===== src/rtl/menu_overlay.sv =====
// ============================================================================
// Module   : menu_overlay
// Summary  : N-item on-screen menu with cursor navigation, numeric selection,
//            and a video pass-through that paints the box and cursor row.
// Revision : 1.0
// ============================================================================
`default_nettype none

module menu_overlay #(
  parameter int          ITEMS     = 3,
  parameter logic [7:0]  KEY_OPEN  = 8'h1B,
  parameter logic [7:0]  KEY_UP    = 8'h77,
  parameter logic [7:0]  KEY_DOWN  = 8'h73,
  parameter logic [7:0]  KEY_ENTER = 8'h0D,
  parameter int          HOLDOFF   = 4,
  parameter int          PIPE_DEL  = 2,
  parameter int          BOX_X     = 448,
  parameter int          BOX_Y     = 256,
  parameter int          BOX_W     = 128,
  parameter int          ROW_H     = 16,
  parameter logic [11:0] BG_COLOR  = 12'h777,
  parameter logic [11:0] HL_COLOR  = 12'hFF0,
  localparam int         CW        = (ITEMS > 1) ? $clog2(ITEMS) : 1
) (
  input  logic          clk,
  input  logic          rst,
  input  logic [7:0]    key,
  input  logic [15:0]   hcount_in,
  input  logic [15:0]   vcount_in,
  input  logic          hsync_in,
  input  logic          vsync_in,
  input  logic [11:0]   rgb_in,
  output logic [15:0]   hcount_out,
  output logic [15:0]   vcount_out,
  output logic          hsync_out,
  output logic          vsync_out,
  output logic [11:0]   rgb_out,
  output logic          menu_active,
  output logic [CW-1:0] cursor,
  output logic          select_valid,
  output logic [CW-1:0] select_idx
);

  localparam int HW        = $clog2(HOLDOFF + 1);
  localparam int ROW_SHIFT = $clog2(ROW_H);
  localparam int PW        = 48;

  localparam logic [HW-1:0] C_HOLD      = HW'(HOLDOFF);
  localparam logic [CW-1:0] C_LAST      = CW'(ITEMS - 1);
  localparam logic [7:0]    C_DIGIT_MAX = 8'(48 + ITEMS);
  localparam logic [15:0]   C_X_LO      = 16'(BOX_X);
  localparam logic [15:0]   C_X_HI      = 16'(BOX_X + BOX_W);
  localparam logic [15:0]   C_Y_LO      = 16'(BOX_Y);
  localparam logic [15:0]   C_Y_HI      = 16'(BOX_Y + ITEMS * ROW_H);

  // Row index is a plain shift, so the row height has to be a power of two.
  if (ROW_H <= 0 || (ROW_H & (ROW_H - 1)) != 0) begin : g_row_h_check
    $error("menu_overlay: ROW_H must be a power of two");
  end
  if (ITEMS < 1 || ITEMS > 9) begin : g_items_check
    $error("menu_overlay: ITEMS must be in 1..9");
  end

  typedef enum logic [1:0] {
    ST_CLOSED  = 2'd0,
    ST_OPEN    = 2'd1,
    ST_CONFIRM = 2'd2
  } state_t;

  state_t        r_state;
  logic [HW-1:0] r_hold;
  logic          r_active;
  logic [CW-1:0] r_cursor;
  logic          r_sel_valid;
  logic [CW-1:0] r_sel_idx;

  logic          w_accept;
  logic          w_is_digit;
  logic [CW-1:0] w_digit_idx;
  logic [CW-1:0] w_cur_up;
  logic [CW-1:0] w_cur_dn;

  assign w_accept    = (key != 8'h00) && (r_hold == '0);
  assign w_is_digit  = (key >= 8'h31) && (key <= C_DIGIT_MAX);
  assign w_digit_idx = CW'(key - 8'h31);
  assign w_cur_up    = (r_cursor == '0) ? C_LAST : r_cursor - CW'(1);
  assign w_cur_dn    = (r_cursor == C_LAST) ? '0 : r_cursor + CW'(1);

  always_ff @(posedge clk) begin
    if (rst) begin
      r_state     <= ST_CLOSED;
      r_hold      <= '0;
      r_active    <= 1'b0;
      r_cursor    <= '0;
      r_sel_valid <= 1'b0;
      r_sel_idx   <= '0;
    end else begin
      // Keys seen during the confirm cycle are dropped without arming holdoff.
      if (w_accept && r_state != ST_CONFIRM)
        r_hold <= C_HOLD;
      else if (r_hold != '0)
        r_hold <= r_hold - HW'(1);

      r_sel_valid <= 1'b0;

      case (r_state)
        ST_CLOSED: begin
          if (w_accept && key == KEY_OPEN) begin
            r_state  <= ST_OPEN;
            r_active <= 1'b1;
            r_cursor <= '0;
          end
        end
        ST_OPEN: begin
          if (w_accept) begin
            if (key == KEY_OPEN) begin
              r_state  <= ST_CLOSED;
              r_active <= 1'b0;
            end else if (key == KEY_UP) begin
              r_cursor <= w_cur_up;
            end else if (key == KEY_DOWN) begin
              r_cursor <= w_cur_dn;
            end else if (key == KEY_ENTER) begin
              r_state     <= ST_CONFIRM;
              r_sel_valid <= 1'b1;
              r_sel_idx   <= r_cursor;
            end else if (w_is_digit) begin
              r_state     <= ST_CONFIRM;
              r_sel_valid <= 1'b1;
              r_sel_idx   <= w_digit_idx;
              r_cursor    <= w_digit_idx;
            end
          end
        end
        ST_CONFIRM: begin
          r_state  <= ST_CLOSED;
          r_active <= 1'b0;
        end
        default: begin
          r_state  <= ST_CLOSED;
          r_active <= 1'b0;
        end
      endcase
    end
  end

  assign menu_active  = r_active;
  assign cursor       = r_cursor;
  assign select_valid = r_sel_valid;
  assign select_idx   = r_sel_idx;

  // Box/row decisions are made on the undelayed counters and travel with the pixel.
  logic          w_in_box;
  logic [15:0]   w_row;
  logic          w_hl;
  logic          w_bg;
  logic [PW-1:0] w_entry;
  logic [PW-1:0] w_tail;
  logic [PW-1:0] r_pipe [PIPE_DEL];

  assign w_in_box = (hcount_in >= C_X_LO) && (hcount_in < C_X_HI) &&
                    (vcount_in >= C_Y_LO) && (vcount_in < C_Y_HI);
  assign w_row    = (vcount_in - C_Y_LO) >> ROW_SHIFT;
  assign w_bg     = r_active && w_in_box;
  assign w_hl     = w_bg && (w_row == 16'(r_cursor));
  assign w_entry  = {w_hl, w_bg, hsync_in, vsync_in, hcount_in, vcount_in, rgb_in};

  always_ff @(posedge clk) begin
    if (rst) begin
      for (int i = 0; i < PIPE_DEL; i++) r_pipe[i] <= '0;
    end else begin
      r_pipe[0] <= w_entry;
      for (int i = 1; i < PIPE_DEL; i++) r_pipe[i] <= r_pipe[i-1];
    end
  end

  assign w_tail     = r_pipe[PIPE_DEL-1];
  assign hsync_out  = w_tail[45];
  assign vsync_out  = w_tail[44];
  assign hcount_out = w_tail[43:28];
  assign vcount_out = w_tail[27:12];
  assign rgb_out    = w_tail[47] ? HL_COLOR :
                      w_tail[46] ? BG_COLOR : w_tail[11:0];

endmodule

`default_nettype wire

===== config.mk =====
export PLATFORM = sky130hd
export DESIGN_NAME = menu_overlay
export DESIGN_NICKNAME = d
export VERILOG_FILES = /design/src/rtl/menu_overlay.sv
export SDC_FILE = /design/constraint.sdc
export NUM_CORES = 1
export LEC_CHECK = 0
export BUFFER_PORTS_ARGS = -buffer_cell sky130_fd_sc_hd__buf_2
export CORE_MARGIN = 2
export CORE_UTILIZATION = 43
export DETAILED_ROUTE_END_ITERATION = 8
export GPL_TIMING_DRIVEN = 0
export PLACE_DENSITY_LB_ADDON = 0.08
export REMOVE_ABC_BUFFERS = 1
export SYNTH_ARGS = -nofsm -noshare
export SYNTH_HDL_FRONTEND = slang
export SYNTH_SLANG_ARGS = --single-unit

===== constraint.sdc =====
create_clock -name clk -period 1.83 [get_ports clk]
set_input_delay 0.183 -clock clk [delete_from_list [all_inputs] [get_ports clk]]
set_output_delay 0.183 -clock clk [all_outputs]
set_load 0.005 [all_outputs]

==> impl_metrics.json <==
{
  "numPlacedInstances": 523,
  "cts_num_sinks": 107,
  "antenna_found_initial": 0,
  "tightestPinTransition_ns": 0.571,
  "gp_congestion": 0.807,
  "io_pins": 108,
  "htree_levels": 3,
  "hpwl_um": 4340,
  "ys_ff_latch": 107,
  "cts_buffers": 9,
  "cp.depth": 5,
  "worstHoldStart": "hcount_in[2]",
  "nNetsFinal": 494,
  "setup_tns_ns": 0,
  "track_usage": 0.131,
  "skew_ns": 0.00637,
  "drive_gt1_frac": 0.307,
  "hold_violations": 0,
  "row_count": 34,
  "critical_path.cell_chain": "inv_1, ha_1, mux2_2, o311a_1, mux2_2",
  "slew_viol_final": 0,
  "setup_violations": 0,
  "cts_tree": "built",
  "num_vias": 2379,
  "wl_per_cell_um": 11.5,
  "cts_buffer_depth": 2,
  "diodes": 0,
  "p_leak_nw": 2.02,
  "fin_cells": 541,
  "status": "completed",
  "power_density_nw_per_um2": 985,
  "rsz0062_at_grt": "no",
  "dieHeight_um": 97.8,
  "grt_pass1_vias": 2185,
  "r2r_cells": 5,
  "area_growth_pct": 15.9,
  "crit_required_ns": 2.09,
  "start_util": 0.438,
  "drtIter0Drc": 49,
  "n_fill_cell": 854,
  "drc_errors": 0,
  "firstDrtPassIters": 4,
  "post-cts-setup-buffers": 0,
  "io_buffers": 107,
  "ant_nets": 0,
  "cpMostUsedCell": "mux2_2",
  "maxSlewHeadroom": 0.619,
  "ys_warn_count": 0,
  "final_area_sq_um": 4380,
  "hp-class": "primary input to flop",
  "vdd_drop_max_mv": 0.466,
  "clk_pin_slew_worst_paths_ns": 0.10,
  "critical_path.top_delay_family": "multiplexers",
  "reg2reg_slack_ns": 0.15,
  "root_buffer": "clkbuf_8",
  "r2r_end": "cursor[0]",
  "grt_pass1_wl_um": 10100,
  "rr_startpoint": "cursor[0]",
  "design.core.area_sq_um": 8640,
  "period_needed_ns": 1.68,
  "insertion_delay_ns": 0.36,
  "die_area_sq_um": 9560,
  "clock.fmax_mhz": 597,
  "synth-edff-count": 0,
  "synth_cell_types": 41,
  "path_class": "flop to flop",
  "syn_area_sq_um": 3780,
  "synth_cells": 355,
  "grt_max_degree": 57,
  "end_kind": "flop",
  "dpl_cell_area_sq_um": 4170,
  "drv_cap": 0,
  "cpMaxStageDelayCell": "dfxtp_1",
  "vias_per_cell": 4.40,
  "fin_crit_sh": 0.916,
  "cp.arrival_ns": 1.93,
  "syn-mean-instance-area_sq_um": 10.6,
  "synth_async_sr_flop_share": 0,
  "worst_setup_path_start_kind": "flop",
  "grt_overflow": 0,
  "die_x_um": 97.8,
  "whs_endpoint": "r_pipe[0][30]",
  "fin_util": 0.507,
  "critPathMaxFanout": 5,
  "drt_wl_total_um": 6200,
  "synth_ff_type": "dfxtp_1",
  "slowest_delay_ns": 0.45,
  "hold_depth": 2,
  "yosysSeqAreaShare": 0.567,
  "cp.buffers_inverters": 1
}
worst max-delay path by stage:
stage | startpoint | endpoint | slack (ns)
2_1_floorplan | key[7] | select_idx[0] | 0.16
3_3_place_gp | rst | cursor[1] | -0.47
3_5_place_dp | key[0] | cursor[0] | -0.07
4_1_cts | r_hold[0] | select_idx[1] | 0.07
5_1_grt | r_hold[0] | select_idx[1] | 0.06
6_report | cursor[0] | cursor[0] | 0.15
report_power, final:
part           internal (W)  total, W  switching, W  leakage, nW
registers           0.00245   0.00248     0.0000319        0.883
clock network      0.000521   0.00134      0.000821       0.0936
logic              0.000251  0.000495      0.000245         1.04
cell type report:
type / instances / area (sq um) / area share
multi-input cells: 189 / 1300 / 0.296
clock inverters: 7 / 61.3 / 0.0140
inverters: 11 / 41.3 / 0.00943
clock buffers: 9 / 124 / 0.0283
flip-flops and latches: 107 / 2140 / 0.489
repair buffers: 110 / 578 / 0.132
well taps: 108 / 135 / 0.0308
synthesized netlist by cell type (all sizes together) (2+ instances only):
master / number / area share
dfxtp: 107 / 0.57
nor2b: 95 / 0.16
buf: 32 / 0.064
clkbuf: 16 / 0.016
nor2: 16 / 0.016
inv: 11 / 0.011
ha: 10 / 0.033
or3: 8 / 0.015
nor4: 6 / 0.0099
o21ai: 5 / 0.0066
a21o: 3 / 0.0060
a21oi: 3 / 0.0040
mux2: 3 / 0.0089
nand2b: 3 / 0.0050
nor3: 3 / 0.0040
xor2: 3 / 0.0070
a211o: 2 / 0.0046
mux2i: 2 / 0.0053
nand2: 2 / 0.0020
nor3b: 2 / 0.0040
nor4b: 2 / 0.0046
o2111ai: 2 / 0.0046
o311a: 2 / 0.0053
worst reg2reg max path: stages (launching register included):
cell,delay (ns)
dfxtp_1,0.45
inv_1,0.12
ha_1,0.20
mux2_2,0.26
o311a_1,0.29
mux2_2,0.26
per-layer routing:
metal / global-route usage / wire length (um)
met1: 0.154 / 2720
met2: 0.223 / 3070
met3: 0.0308 / 279
met4: 0.0673 / 131
met5: 0 / 0
kinds of logic after synthesis:
| logic type | count (synthesis) | share of synthesized area |
|---|---|---|
| buf+inv | 59 | 0.0904 |
| xor+xnor | 3 | 0.00695 |
| mux | 5 | 0.0142 |
| flops | 107 | 0.567 |
| fa+ha+maj | 10 | 0.0331 |
| simple gates | 145 | 0.237 |
| compound gates | 26 | 0.0520 |
registers in the layout, indices dropped and copies added (netlist names):
| register | count |
|---|---|
| select_idx | 2 |
| r_pipe | 96 |
| r_hold | 3 |
| menu_active | 1 |
| cursor | 2 |
| r_state | 2 |
| select_valid | 1 |
metrics by stage:
stage	total power [W]	hold slack, ns	setup slack (ns)
after floorplan	0.00282	0.255	0.157
after global placement	0.00301	0.391	-0.468
after detailed placement	0.00302	0.396	-0.0665
after CTS	0.00438	0.0000644	0.0685
after global routing	0.00456	0.00467	0.0570
final	0.00432	0.0189	0.154
layout by cell type (no fill, tap or decap), types with 3 or more instances in the layout:
| cell | n |
|---|---|
| xor2_1 | 3 |
| mux2_2 | 3 |
| buf_2 | 106 |
| a21o_1 | 3 |
| a21oi_1 | 3 |
| nor2b_1 | 95 |
| nor3_1 | 3 |
| o21ai_0 | 5 |
| or3_1 | 7 |
| ha_1 | 9 |
| nand2b_1 | 3 |
| clkbuf_8 | 9 |
| nor4_1 | 6 |
| nor2_1 | 16 |
| inv_1 | 11 |
| dfxtp_1 | 107 |
what timing repair did:
action,in CTS,in global routing
hold buffers,2,0
resized for setup,0,1
setup endpoints to repair,0,3
endpoints found under the hold margin,2,0
Note: power is estimated with default switching activity, not from simulation.
